### src/rtl/uart_tx_arbiter_if.sv
// Bus bundle between the byte producers / UART TX engine and uart_tx_arbiter.
// The arbiter takes the master modport; the surrounding logic (requesters and
// engine) takes the slave modport.
interface uart_tx_arbiter_if #(
   parameter int NUM_REQ = 4
);
   localparam int ID_W = (NUM_REQ > 1) ? $clog2(NUM_REQ) : 1;

   // Handshake rules:
   //   req_valid[i] rises when requester i has a byte and stays high, with
   //   req_data lane i stable, until the one-cycle req_ack[i] pulse.
   //   req_done[i] later pulses once when that byte has left the engine.
   //   tx_en is a one-cycle launch pulse.
   //   tx_data is valid from the tx_en cycle onward.
   //   tx_done is the engine's one-cycle end-of-frame pulse.
   //   tx_done is only honoured while a frame is outstanding.
   logic [NUM_REQ-1:0]   req_valid;
   logic [8*NUM_REQ-1:0] req_data;
   logic [NUM_REQ-1:0]   req_ack;
   logic [NUM_REQ-1:0]   req_done;
   logic                 tx_en;
   logic [7:0]           tx_data;
   logic                 tx_done;
   logic                 busy;
   logic [ID_W-1:0]      grant_id;
   logic                 tx_timeout;

   modport master (
      input  req_valid, req_data, tx_done,
      output req_ack, req_done, tx_en, tx_data, busy, grant_id, tx_timeout
   );

   modport slave (
      output req_valid, req_data, tx_done,
      input  req_ack, req_done, tx_en, tx_data, busy, grant_id, tx_timeout
   );
endinterface

### src/rtl/uart_tx_arbiter.sv
// Round-robin arbiter that shares one byte-wide UART TX engine among NUM_REQ
// requesters.
//
// Per-frame sequence:
//   1. IDLE picks a winner and latches its byte.
//   2. LAUNCH pulses tx_en.
//   3. WAIT holds until the engine's tx_done.
//   4. GAP optionally idles for GAP_CYCLES before the next grant.
//
// All outputs are registered.
// Optional watchdog: define UART_TX_ARB_TIMEOUT_EN to abort a WAIT that lasts
// TIMEOUT_CYCLES cycles without tx_done.
module uart_tx_arbiter #(
   parameter int NUM_REQ        = 4,
   parameter int GAP_CYCLES     = 0,
   parameter int TIMEOUT_CYCLES = 1_000_000
) (
   input  logic              sys_clk,
   input  logic              sys_rst,
   uart_tx_arbiter_if.master bus,
   output logic [1:0]        state_dbg
);
   localparam int ID_W = (NUM_REQ > 1) ? $clog2(NUM_REQ) : 1;

   typedef enum logic [1:0] {
      S_IDLE   = 2'd0,
      S_LAUNCH = 2'd1,
      S_WAIT   = 2'd2,
      S_GAP    = 2'd3
   } state_t;

   // Where a finished (or aborted) frame goes next.
   localparam state_t AFTER_FRAME = (GAP_CYCLES > 0) ? S_GAP : S_IDLE;

   // Last value of the gap counter before leaving GAP.
   localparam logic [7:0] GAP_LAST = 8'((GAP_CYCLES > 0) ? GAP_CYCLES - 1 : 0);

   state_t               state_q, state_d;
   logic [ID_W-1:0]      rr_ptr_q, rr_ptr_d;
   logic [ID_W-1:0]      grant_q, grant_d;
   logic [7:0]           latch_q, latch_d;
   logic [7:0]           gap_cnt_q, gap_cnt_d;
   logic [NUM_REQ-1:0]   ack_q, ack_d;
   logic [NUM_REQ-1:0]   done_q, done_d;
   logic                 tx_en_q, tx_en_d;
   logic [7:0]           tx_data_q, tx_data_d;
   logic                 busy_q;

   // Round-robin scan results.
   logic                 found;
   logic [ID_W-1:0]      winner;
   logic [ID_W-1:0]      cand;

   // Owner after the current one, with wrap at NUM_REQ.
   logic [ID_W-1:0]      next_ptr;

`ifdef UART_TX_ARB_TIMEOUT_EN
   localparam logic [31:0] TO_LAST = 32'(TIMEOUT_CYCLES - 1);
   logic [31:0]          wd_cnt_q, wd_cnt_d;
   logic                 timeout_q, timeout_d;
`endif

   assign next_ptr = (grant_q == ID_W'(NUM_REQ - 1)) ? '0 : grant_q + 1'b1;

   // Pick the first pending requester at or above rr_ptr, wrapping modulo
   // NUM_REQ. The requester that just finished therefore ranks last.
   always_comb begin
      found  = 1'b0;
      winner = '0;
      cand   = '0;
      for (int i = 0; i < NUM_REQ; i++) begin
         cand = ID_W'((int'(rr_ptr_q) + i) % NUM_REQ);
         if (!found && bus.req_valid[cand]) begin
            found  = 1'b1;
            winner = cand;
         end
      end
   end

   // Next-state and next-output logic.
   // Pulse outputs default low; held values default to their current value.
   always_comb begin
      state_d   = state_q;
      rr_ptr_d  = rr_ptr_q;
      grant_d   = grant_q;
      latch_d   = latch_q;
      gap_cnt_d = gap_cnt_q;
      ack_d     = '0;
      done_d    = '0;
      tx_en_d   = 1'b0;
      tx_data_d = tx_data_q;
`ifdef UART_TX_ARB_TIMEOUT_EN
      wd_cnt_d  = wd_cnt_q;
      timeout_d = 1'b0;
`endif
      case (state_q)
         S_IDLE: begin
            if (found) begin
               grant_d       = winner;
               latch_d       = bus.req_data[{winner, 3'b000} +: 8];
               ack_d[winner] = 1'b1;
               state_d       = S_LAUNCH;
            end
         end
         S_LAUNCH: begin
            // tx_done seen here belongs to no frame of ours and is ignored.
            tx_en_d   = 1'b1;
            tx_data_d = latch_q;
            state_d   = S_WAIT;
`ifdef UART_TX_ARB_TIMEOUT_EN
            wd_cnt_d  = '0;
`endif
         end
         S_WAIT: begin
            if (bus.tx_done) begin
               // Completion wins over a watchdog expiry in the same cycle.
               done_d[grant_q] = 1'b1;
               rr_ptr_d        = next_ptr;
               gap_cnt_d       = '0;
               state_d         = AFTER_FRAME;
            end
`ifdef UART_TX_ARB_TIMEOUT_EN
            else if (wd_cnt_q == TO_LAST) begin
               timeout_d = 1'b1;
               rr_ptr_d  = next_ptr;
               gap_cnt_d = '0;
               state_d   = AFTER_FRAME;
            end else begin
               wd_cnt_d = wd_cnt_q + 32'd1;
            end
`endif
         end
         S_GAP: begin
            if (gap_cnt_q == GAP_LAST) begin
               state_d = S_IDLE;
            end else begin
               gap_cnt_d = gap_cnt_q + 8'd1;
            end
         end
         default: state_d = S_IDLE;
      endcase
   end

   // Registers for state, arbitration bookkeeping and every output.
   always_ff @(posedge sys_clk) begin
      if (sys_rst) begin
         state_q   <= S_IDLE;
         rr_ptr_q  <= '0;
         grant_q   <= '0;
         latch_q   <= '0;
         gap_cnt_q <= '0;
         ack_q     <= '0;
         done_q    <= '0;
         tx_en_q   <= 1'b0;
         tx_data_q <= '0;
         busy_q    <= 1'b0;
      end else begin
         state_q   <= state_d;
         rr_ptr_q  <= rr_ptr_d;
         grant_q   <= grant_d;
         latch_q   <= latch_d;
         gap_cnt_q <= gap_cnt_d;
         ack_q     <= ack_d;
         done_q    <= done_d;
         tx_en_q   <= tx_en_d;
         tx_data_q <= tx_data_d;
         busy_q    <= (state_d != S_IDLE);
      end
   end

`ifdef UART_TX_ARB_TIMEOUT_EN
   // Watchdog counter and its one-cycle error pulse.
   always_ff @(posedge sys_clk) begin
      if (sys_rst) begin
         wd_cnt_q  <= '0;
         timeout_q <= 1'b0;
      end else begin
         wd_cnt_q  <= wd_cnt_d;
         timeout_q <= timeout_d;
      end
   end

   assign bus.tx_timeout = timeout_q;
`else
   assign bus.tx_timeout = 1'b0;
`endif

   assign bus.req_ack  = ack_q;
   assign bus.req_done = done_q;
   assign bus.tx_en    = tx_en_q;
   assign bus.tx_data  = tx_data_q;
   assign bus.busy     = busy_q;
   assign bus.grant_id = grant_q;
   assign state_dbg    = state_q;
endmodule

### src/flat_wrapper.sv
// flat-port wrapper written by rule: the top's interface ports become plain ports
module uart_tx_arbiter_flat 
#(
   parameter int NUM_REQ        = 4,
   parameter int GAP_CYCLES     = 0,
   parameter int TIMEOUT_CYCLES = 1_000_000
)
  (sys_clk, sys_rst, state_dbg, bus_req_valid, bus_req_data, bus_tx_done, bus_req_ack, bus_req_done, bus_tx_en, bus_tx_data, bus_busy, bus_grant_id, bus_tx_timeout);
  uart_tx_arbiter_if #(.NUM_REQ(NUM_REQ)) bus_i ();
  input  logic sys_clk;
  input  logic sys_rst;
  output logic [1:0] state_dbg;
  input wire logic [$bits(bus_i.req_valid)-1:0] bus_req_valid;
  input wire logic [$bits(bus_i.req_data)-1:0] bus_req_data;
  input wire logic [$bits(bus_i.tx_done)-1:0] bus_tx_done;
  output wire logic [$bits(bus_i.req_ack)-1:0] bus_req_ack;
  output wire logic [$bits(bus_i.req_done)-1:0] bus_req_done;
  output wire logic [$bits(bus_i.tx_en)-1:0] bus_tx_en;
  output wire logic [$bits(bus_i.tx_data)-1:0] bus_tx_data;
  output wire logic [$bits(bus_i.busy)-1:0] bus_busy;
  output wire logic [$bits(bus_i.grant_id)-1:0] bus_grant_id;
  output wire logic [$bits(bus_i.tx_timeout)-1:0] bus_tx_timeout;
  assign bus_i.req_valid = bus_req_valid;
  assign bus_i.req_data = bus_req_data;
  assign bus_i.tx_done = bus_tx_done;
  assign bus_req_ack = bus_i.req_ack;
  assign bus_req_done = bus_i.req_done;
  assign bus_tx_en = bus_i.tx_en;
  assign bus_tx_data = bus_i.tx_data;
  assign bus_busy = bus_i.busy;
  assign bus_grant_id = bus_i.grant_id;
  assign bus_tx_timeout = bus_i.tx_timeout;
  uart_tx_arbiter #(.NUM_REQ(NUM_REQ), .GAP_CYCLES(GAP_CYCLES), .TIMEOUT_CYCLES(TIMEOUT_CYCLES)) u_core (.sys_clk(sys_clk), .sys_rst(sys_rst), .bus(bus_i), .state_dbg(state_dbg));
endmodule
### config.mk
export PLATFORM = sky130hd
export DESIGN_NAME = uart_tx_arbiter_flat
export DESIGN_NICKNAME = d
export VERILOG_FILES = /design/src/rtl/uart_tx_arbiter_if.sv /design/src/rtl/uart_tx_arbiter.sv /design/src/flat_wrapper.sv
export SDC_FILE = /design/constraint.sdc
export NUM_CORES = 1
export LEC_CHECK = 0
export ABC_AREA = 0
export ABC_CLOCK_PERIOD_IN_PS = 2560
export BUFFER_PORTS_ARGS = -buffer_cell sky130_fd_sc_hd__buf_2
export CORE_MARGIN = 3
export CORE_UTILIZATION = 35
export CTS_BUF_LIST = sky130_fd_sc_hd__clkbuf_4 sky130_fd_sc_hd__clkbuf_8
export DETAILED_ROUTE_END_ITERATION = 10
export GPL_TIMING_DRIVEN = 0
export PLACE_DENSITY = 0.68
export SETUP_SLACK_MARGIN = 0.1
export SLEW_MARGIN = 20
export SYNTH_ARGS = -nofsm -noshare
export SYNTH_HDL_FRONTEND = slang
export SYNTH_SLANG_ARGS = --single-unit
export TNS_END_PERCENT = 30
### constraint.sdc
create_clock -name sys_clk -period 2.56 [get_ports sys_clk]
set_clock_uncertainty 0.05 [all_clocks]
set_input_delay 0.768 -clock sys_clk [delete_from_list [all_inputs] [get_ports sys_clk]]
set_output_delay 0.768 -clock sys_clk [all_outputs]
set_load 0.02 [all_outputs]
After elaboration in Yosys (flattened, before gate mapping)
Cells that the tools add are included.
Word-level totals
  register bits after elaboration: 40
  input bits: 39
  output and inout port bits: 23
  word-level logic and storage cells: 80
Operators by class
  $add $sub $neg: 5
  order comparisons: 8
  equal/unequal tests: 6
  shift-type cells: 1
  mux-type cells: 29
  bitwise gates (word level): 4
  reductions and logical operators: 17
Operators by type and width (count)
  32-bit by 6-bit variable part select with 8-bit output: 1
  2-bit by 3-bit < comparator with 1-bit output (second input constant): 6
  2-bit 2-to-1 mux: 8
  8-bit 2-to-1 mux: 2
  8-bit case mux with 2 select lines: 1
  1-bit 2-to-1 mux: 11
  8-bit by 1-bit adder with 8-bit output (second input constant): 1
  1-bit binary-select mux with 2-bit select: 4
  8-bit zero test: 1
  2-bit case mux with 4 select lines: 1
  2-bit equality test (second input constant): 3
  3-bit OR reduction: 2
  1-bit logical AND: 5
  2-bit by 1-bit adder with 2-bit output (second input constant): 2
  2-bit adder (second input constant): 2
  1-bit demux with 2-bit select: 2
  2-bit by 1-bit greater-or-equal comparator with 1-bit output (second input constant): 2
  2-bit != test (second input constant): 2
  1-bit NOT: 4
  2-bit AND reduction: 2
  2-bit nonzero test: 2
  1-bit zero test: 3
  3-bit AND reduction: 1
  2-bit by 1-bit equality test with 1-bit output (second input constant): 1
  2-bit zero test: 1

Logic depth before layout (Yosys ltp)
  word-level depth: 16
  mapped depth: 7
  gate-level depth less buffers: 7

Worst setup path before layout
No wires, ideal clock.
  path kind: input-to-reg
  start point: input bus_req_valid[2]
  end point: register u_core.latch_q[5]
  arrival time: 1.737 ns
  required time: 2.377 ns
  slack: 0.640 ns
  stages on the path: 6
  buffers on the path: 1
  cells stage by stage: nor2b_1 a211oi_1 o22ai_1 buf_4 mux2i_1 o32ai_2
On the way
  longest elaborated chain between the ends: 13
RTL lines
  start, declared: RTL line flat_wrapper.sv:13  | input wire logic [$bits(bus_i.req_valid)-1:0] bus_req_valid;
  1-bit binary-select mux with 2-bit select: RTL line uart_tx_arbiter.sv:73  | if (!found && bus.req_valid[cand]) begin
  1-bit 2-to-1 mux (implied by the code): RTL line uart_tx_arbiter.sv:73
  1-bit 2-to-1 mux: RTL line uart_tx_arbiter.sv:73
  1-bit zero test: RTL line uart_tx_arbiter.sv:73
  1-bit logical AND: RTL line uart_tx_arbiter.sv:73
  1-bit 2-to-1 mux: RTL line uart_tx_arbiter.sv:73
  1-bit zero test: RTL line uart_tx_arbiter.sv:73
  1-bit logical AND: RTL line uart_tx_arbiter.sv:73
  1-bit 2-to-1 mux: RTL line uart_tx_arbiter.sv:73
  1-bit zero test: RTL line uart_tx_arbiter.sv:73
  1-bit logical AND: RTL line uart_tx_arbiter.sv:73
  2-bit 2-to-1 mux / 1-bit 2-to-1 mux (equally long branches): RTL line uart_tx_arbiter.sv:73
  32-bit by 6-bit variable part select with 8-bit output / 2-bit AND reduction (equally long branches)
  end signal, assigned: RTL line uart_tx_arbiter.sv:161  | latch_q <= latch_d;
  end, declared: RTL line uart_tx_arbiter.sv:41  | logic [7:0] latch_q, latch_d;
Several ways; a longest one is shown, not always the timed one. The select of a mux whose other input is x is not followed.
A chain may end at the register's enable or synchronous reset.

Final worst setup path
  start point: input bus_req_valid[2]
  end point: register u_core.latch_q[6]
Same word-level chain as after synthesis.

==> results.yml <==
setup_path:
  r2r-start: "u_core.gap_cnt_q[0]"
  end_kind: "flip-flop"
  critPathArrivalTime_ns: 2.09
  setup.worst_path.start: "bus_req_valid[2]"
  reg2regPathDepth: 7
  crit_required_ns: 2.68
  rrSetupSlack_ns: 0.74
  worst-setup-path-type: "input port to flip-flop"
  critPathLaunchType: "input port"
  rr_endpoint: "u_core.gap_cnt_q[2]"
  cp_max_fo: 10
  critical_path.endpoint: "u_core.latch_q[6]"
clock_network:
  post_cts_buffers: 0
  cts_tree: "yes"
  holdBufCountCts: 0
  clk_latency_ns: 0.29
  clockRootBuffer: "clkbuf_8"
  cts_buffers: 5
  cts_buffer_depth: 2
  cts_resized: 0
  cts_sinks: 40
  clkTransAtPathRegs_ns: 0.08
  cts.htree.levels: 2
yosys:
  synth_ff_type: "dfxtp_1"
  synth_warnings: 0
  ys_types: 41
  netlist_area_um2: 1850
  synthArstFlopShare_pct: 0
  syn_area_per_cell_um2: 8.90
  ys_seq_elements: 40
  synth_cells: 208
  syn_nets: 253
  synth_seq_area_share_pct: 43.3
  synth_edf_count: 0
grt:
  grt_pass1_vias: 1554
  antenna_found_initial: 0
  grt_max_degree: 14
  grt_pass1_wl_um: 7090
  gr-usage-all-layers_pct: 14.4
  grt_overflow: 0
timing:
  clock.fmax_ghz: 0.507
  tns_ns: 0
  holdWs_ns: 0.407
  setup_viol: 0
  final_hold_viol_count: 0
  slew_violations: 0
  worstMarginPinSlew_ns: 0.514
  final.period_utilization_pct: 77.1
  slew_headroom_pct: 65.8
  fin_crit_ns: 1.97
  rsz0062_at_grt: "no"
  setup_slack_ns: 0.586
pwr:
  p_leak_nw: 1.08
  irDropWorstVdd_uv: 382
  p_per_area_nw_per_um2: 697
place:
  port-buffer-count: 59
  gp_congestion: 0.751
  place_inst: 334
  place_area_um2: 2230
  place_hpwl_um: 3270
  dpl_worst_slack_ns: 0.288
die:
  dieArea_um2: 6200
  die_h_um: 78.7
  die_w_um: 78.7
  initial_utilization_pct: 37.7
  row_count: 25
  core_um2: 4910
  ioPinCount: 62
detailed_routing:
  drt_iter0_drc: 80
  final_antenna_net_count: 0
  via_per_inst: 4.91
  routedWlPerCell_um: 12.4
  drc: 0
  wl_um: 4240
  dr.pass1.iters: 4
  vias: 1679
outcome:
  outcome: "complete, no violations"
cells_and_area:
  fin_cells: 342
  syn2layout_area_growth_pct: 29.1
  final_layout_size_suffix_gt1_share_pct: 29.5
  antenna_cells: 0
  fin_area_um2: 2390
  nNetsFinal: 319
run:
  cap_violations: 0
hold_path:
  hp-class: "flip-flop to flip-flop"
-- critical path: stages --
cell	delay, ns
buf_2	0.12
nor2b_1	0.26
a211oi_1	0.08
o22ai_1	0.22
buf_4	0.25
mux2i_1	0.27
o32ai_1	0.12
-- worst min path at each step --
| stage | from | to | cells past startpoint |
|---|---|---|---|
| after floorplan | u_core.latch_q[0] | u_core.bus.tx_data[0] | 2 |
| after global placement | u_core.latch_q[6] | u_core.bus.tx_data[6] | 2 |
| after detailed placement | u_core.bus.tx_data[2] | u_core.bus.tx_data[2] | 2 |
| after CTS | u_core.bus.tx_data[1] | u_core.bus.tx_data[1] | 2 |
| after global routing | u_core.bus.tx_data[4] | u_core.bus.tx_data[4] | 2 |
| final | u_core.bus.tx_data[1] | u_core.bus.tx_data[1] | 2 |
-- layout make-up --
| class | count | area (um2) |
|---|---|---|
| multi-input cells | 148 | 958 |
| flip-flops and latches | 40 | 801 |
| clock buffers | 5 | 68.8 |
| repair buffers | 59 | 295 |
| inverters | 8 | 30.0 |
| clock inverters | 3 | 90.1 |
| fillers | 494 | 2520 |
| well taps | 67 | 83.8 |
| plain buffers | 12 | 61.3 |
-- routing by layer --
metal / part of all wire (%) / track usage [%] / up-vias
li1: - / - / 865
met5: 0 / 0 / -
met4: 1.2 / 4.20 / 0
met1: 47 / 18.1 / 750
met3: 8.4 / 5.22 / 7
met2: 44 / 23.3 / 57
-- cell usage after synthesis (all sizes together) (5+ instances only) --
cell    number  share of area (%)
dfxtp       40                 43
o21ai        5                2.0
nor2        26                5.3
and2         6                2.0
a21oi       20                5.4
nand2       24                5.0
inv          8                1.6
mux2i        8                4.3
a221oi       9                4.3
ha           6                4.1
o32ai        8                4.2
buf          6                2.0
xor2         6                2.8
clkbuf       6                1.4
nand3        5                1.4
-- logic make-up after synthesis --
| kind of cell | after synthesis | share of synthesized area, % |
|---|---|---|
| AO/OA/AOI/OAI | 50 | 20.5 |
| XOR/XNOR | 6 | 2.84 |
| adder cells (fa/ha/maj) | 6 | 4.06 |
| buffers and inverters | 20 | 4.94 |
| flip-flops | 40 | 43.3 |
| multiplexers | 8 | 4.33 |
| other | 1 | 0.203 |
| AND/OR/NAND/NOR | 77 | 19.9 |
-- stage by stage --
stage / utilization [%] / total power, W
floorplan: - / 0.000876
global placement: 45.4 / 0.000965
detailed placement: 45.4 / 0.000968
CTS: 48.6 / 0.00168
global route: 48.6 / 0.00174
finish: 48.6 / 0.00166
-- registers in the layout, summed over array words and instances, names as in the netlist --
| signal | flops |
|---|---|
| u_core.state_dbg | 2 |
| u_core.bus.tx_data | 8 |
| u_core.rr_ptr_q | 2 |
| u_core.bus.busy | 1 |
| u_core.bus.grant_id | 2 |
| u_core.bus.req_ack | 4 |
| u_core.gap_cnt_q | 8 |
| u_core.latch_q | 8 |
| u_core.bus.tx_en | 1 |
| u_core.bus.req_done | 4 |
-- report_power, final --
group	internal, W	switching [W]
clock	0.000488	0.000226
sequential	0.000663	0.0000223
combinational	0.000110	0.000157
total	0.00126	0.000405
-- cells in the final DEF, fill, tap and decap left out, drive strengths merged, types with 2 or more instances in the layout --
cell / count
buf: 65
dfxtp: 40
nor2: 26
nand2: 24
a21oi: 20
clkbuf: 11
a221oi: 9
inv: 8
mux2i: 8
o32ai: 8
and2: 6
xor2: 6
ha: 6
nand3: 5
o21ai: 5
nor3: 3
bufinv: 3
nor2b: 2
nand2b: 2
and3: 2
or3: 2
No activity file was read; power rests on OpenSTA's default activity.
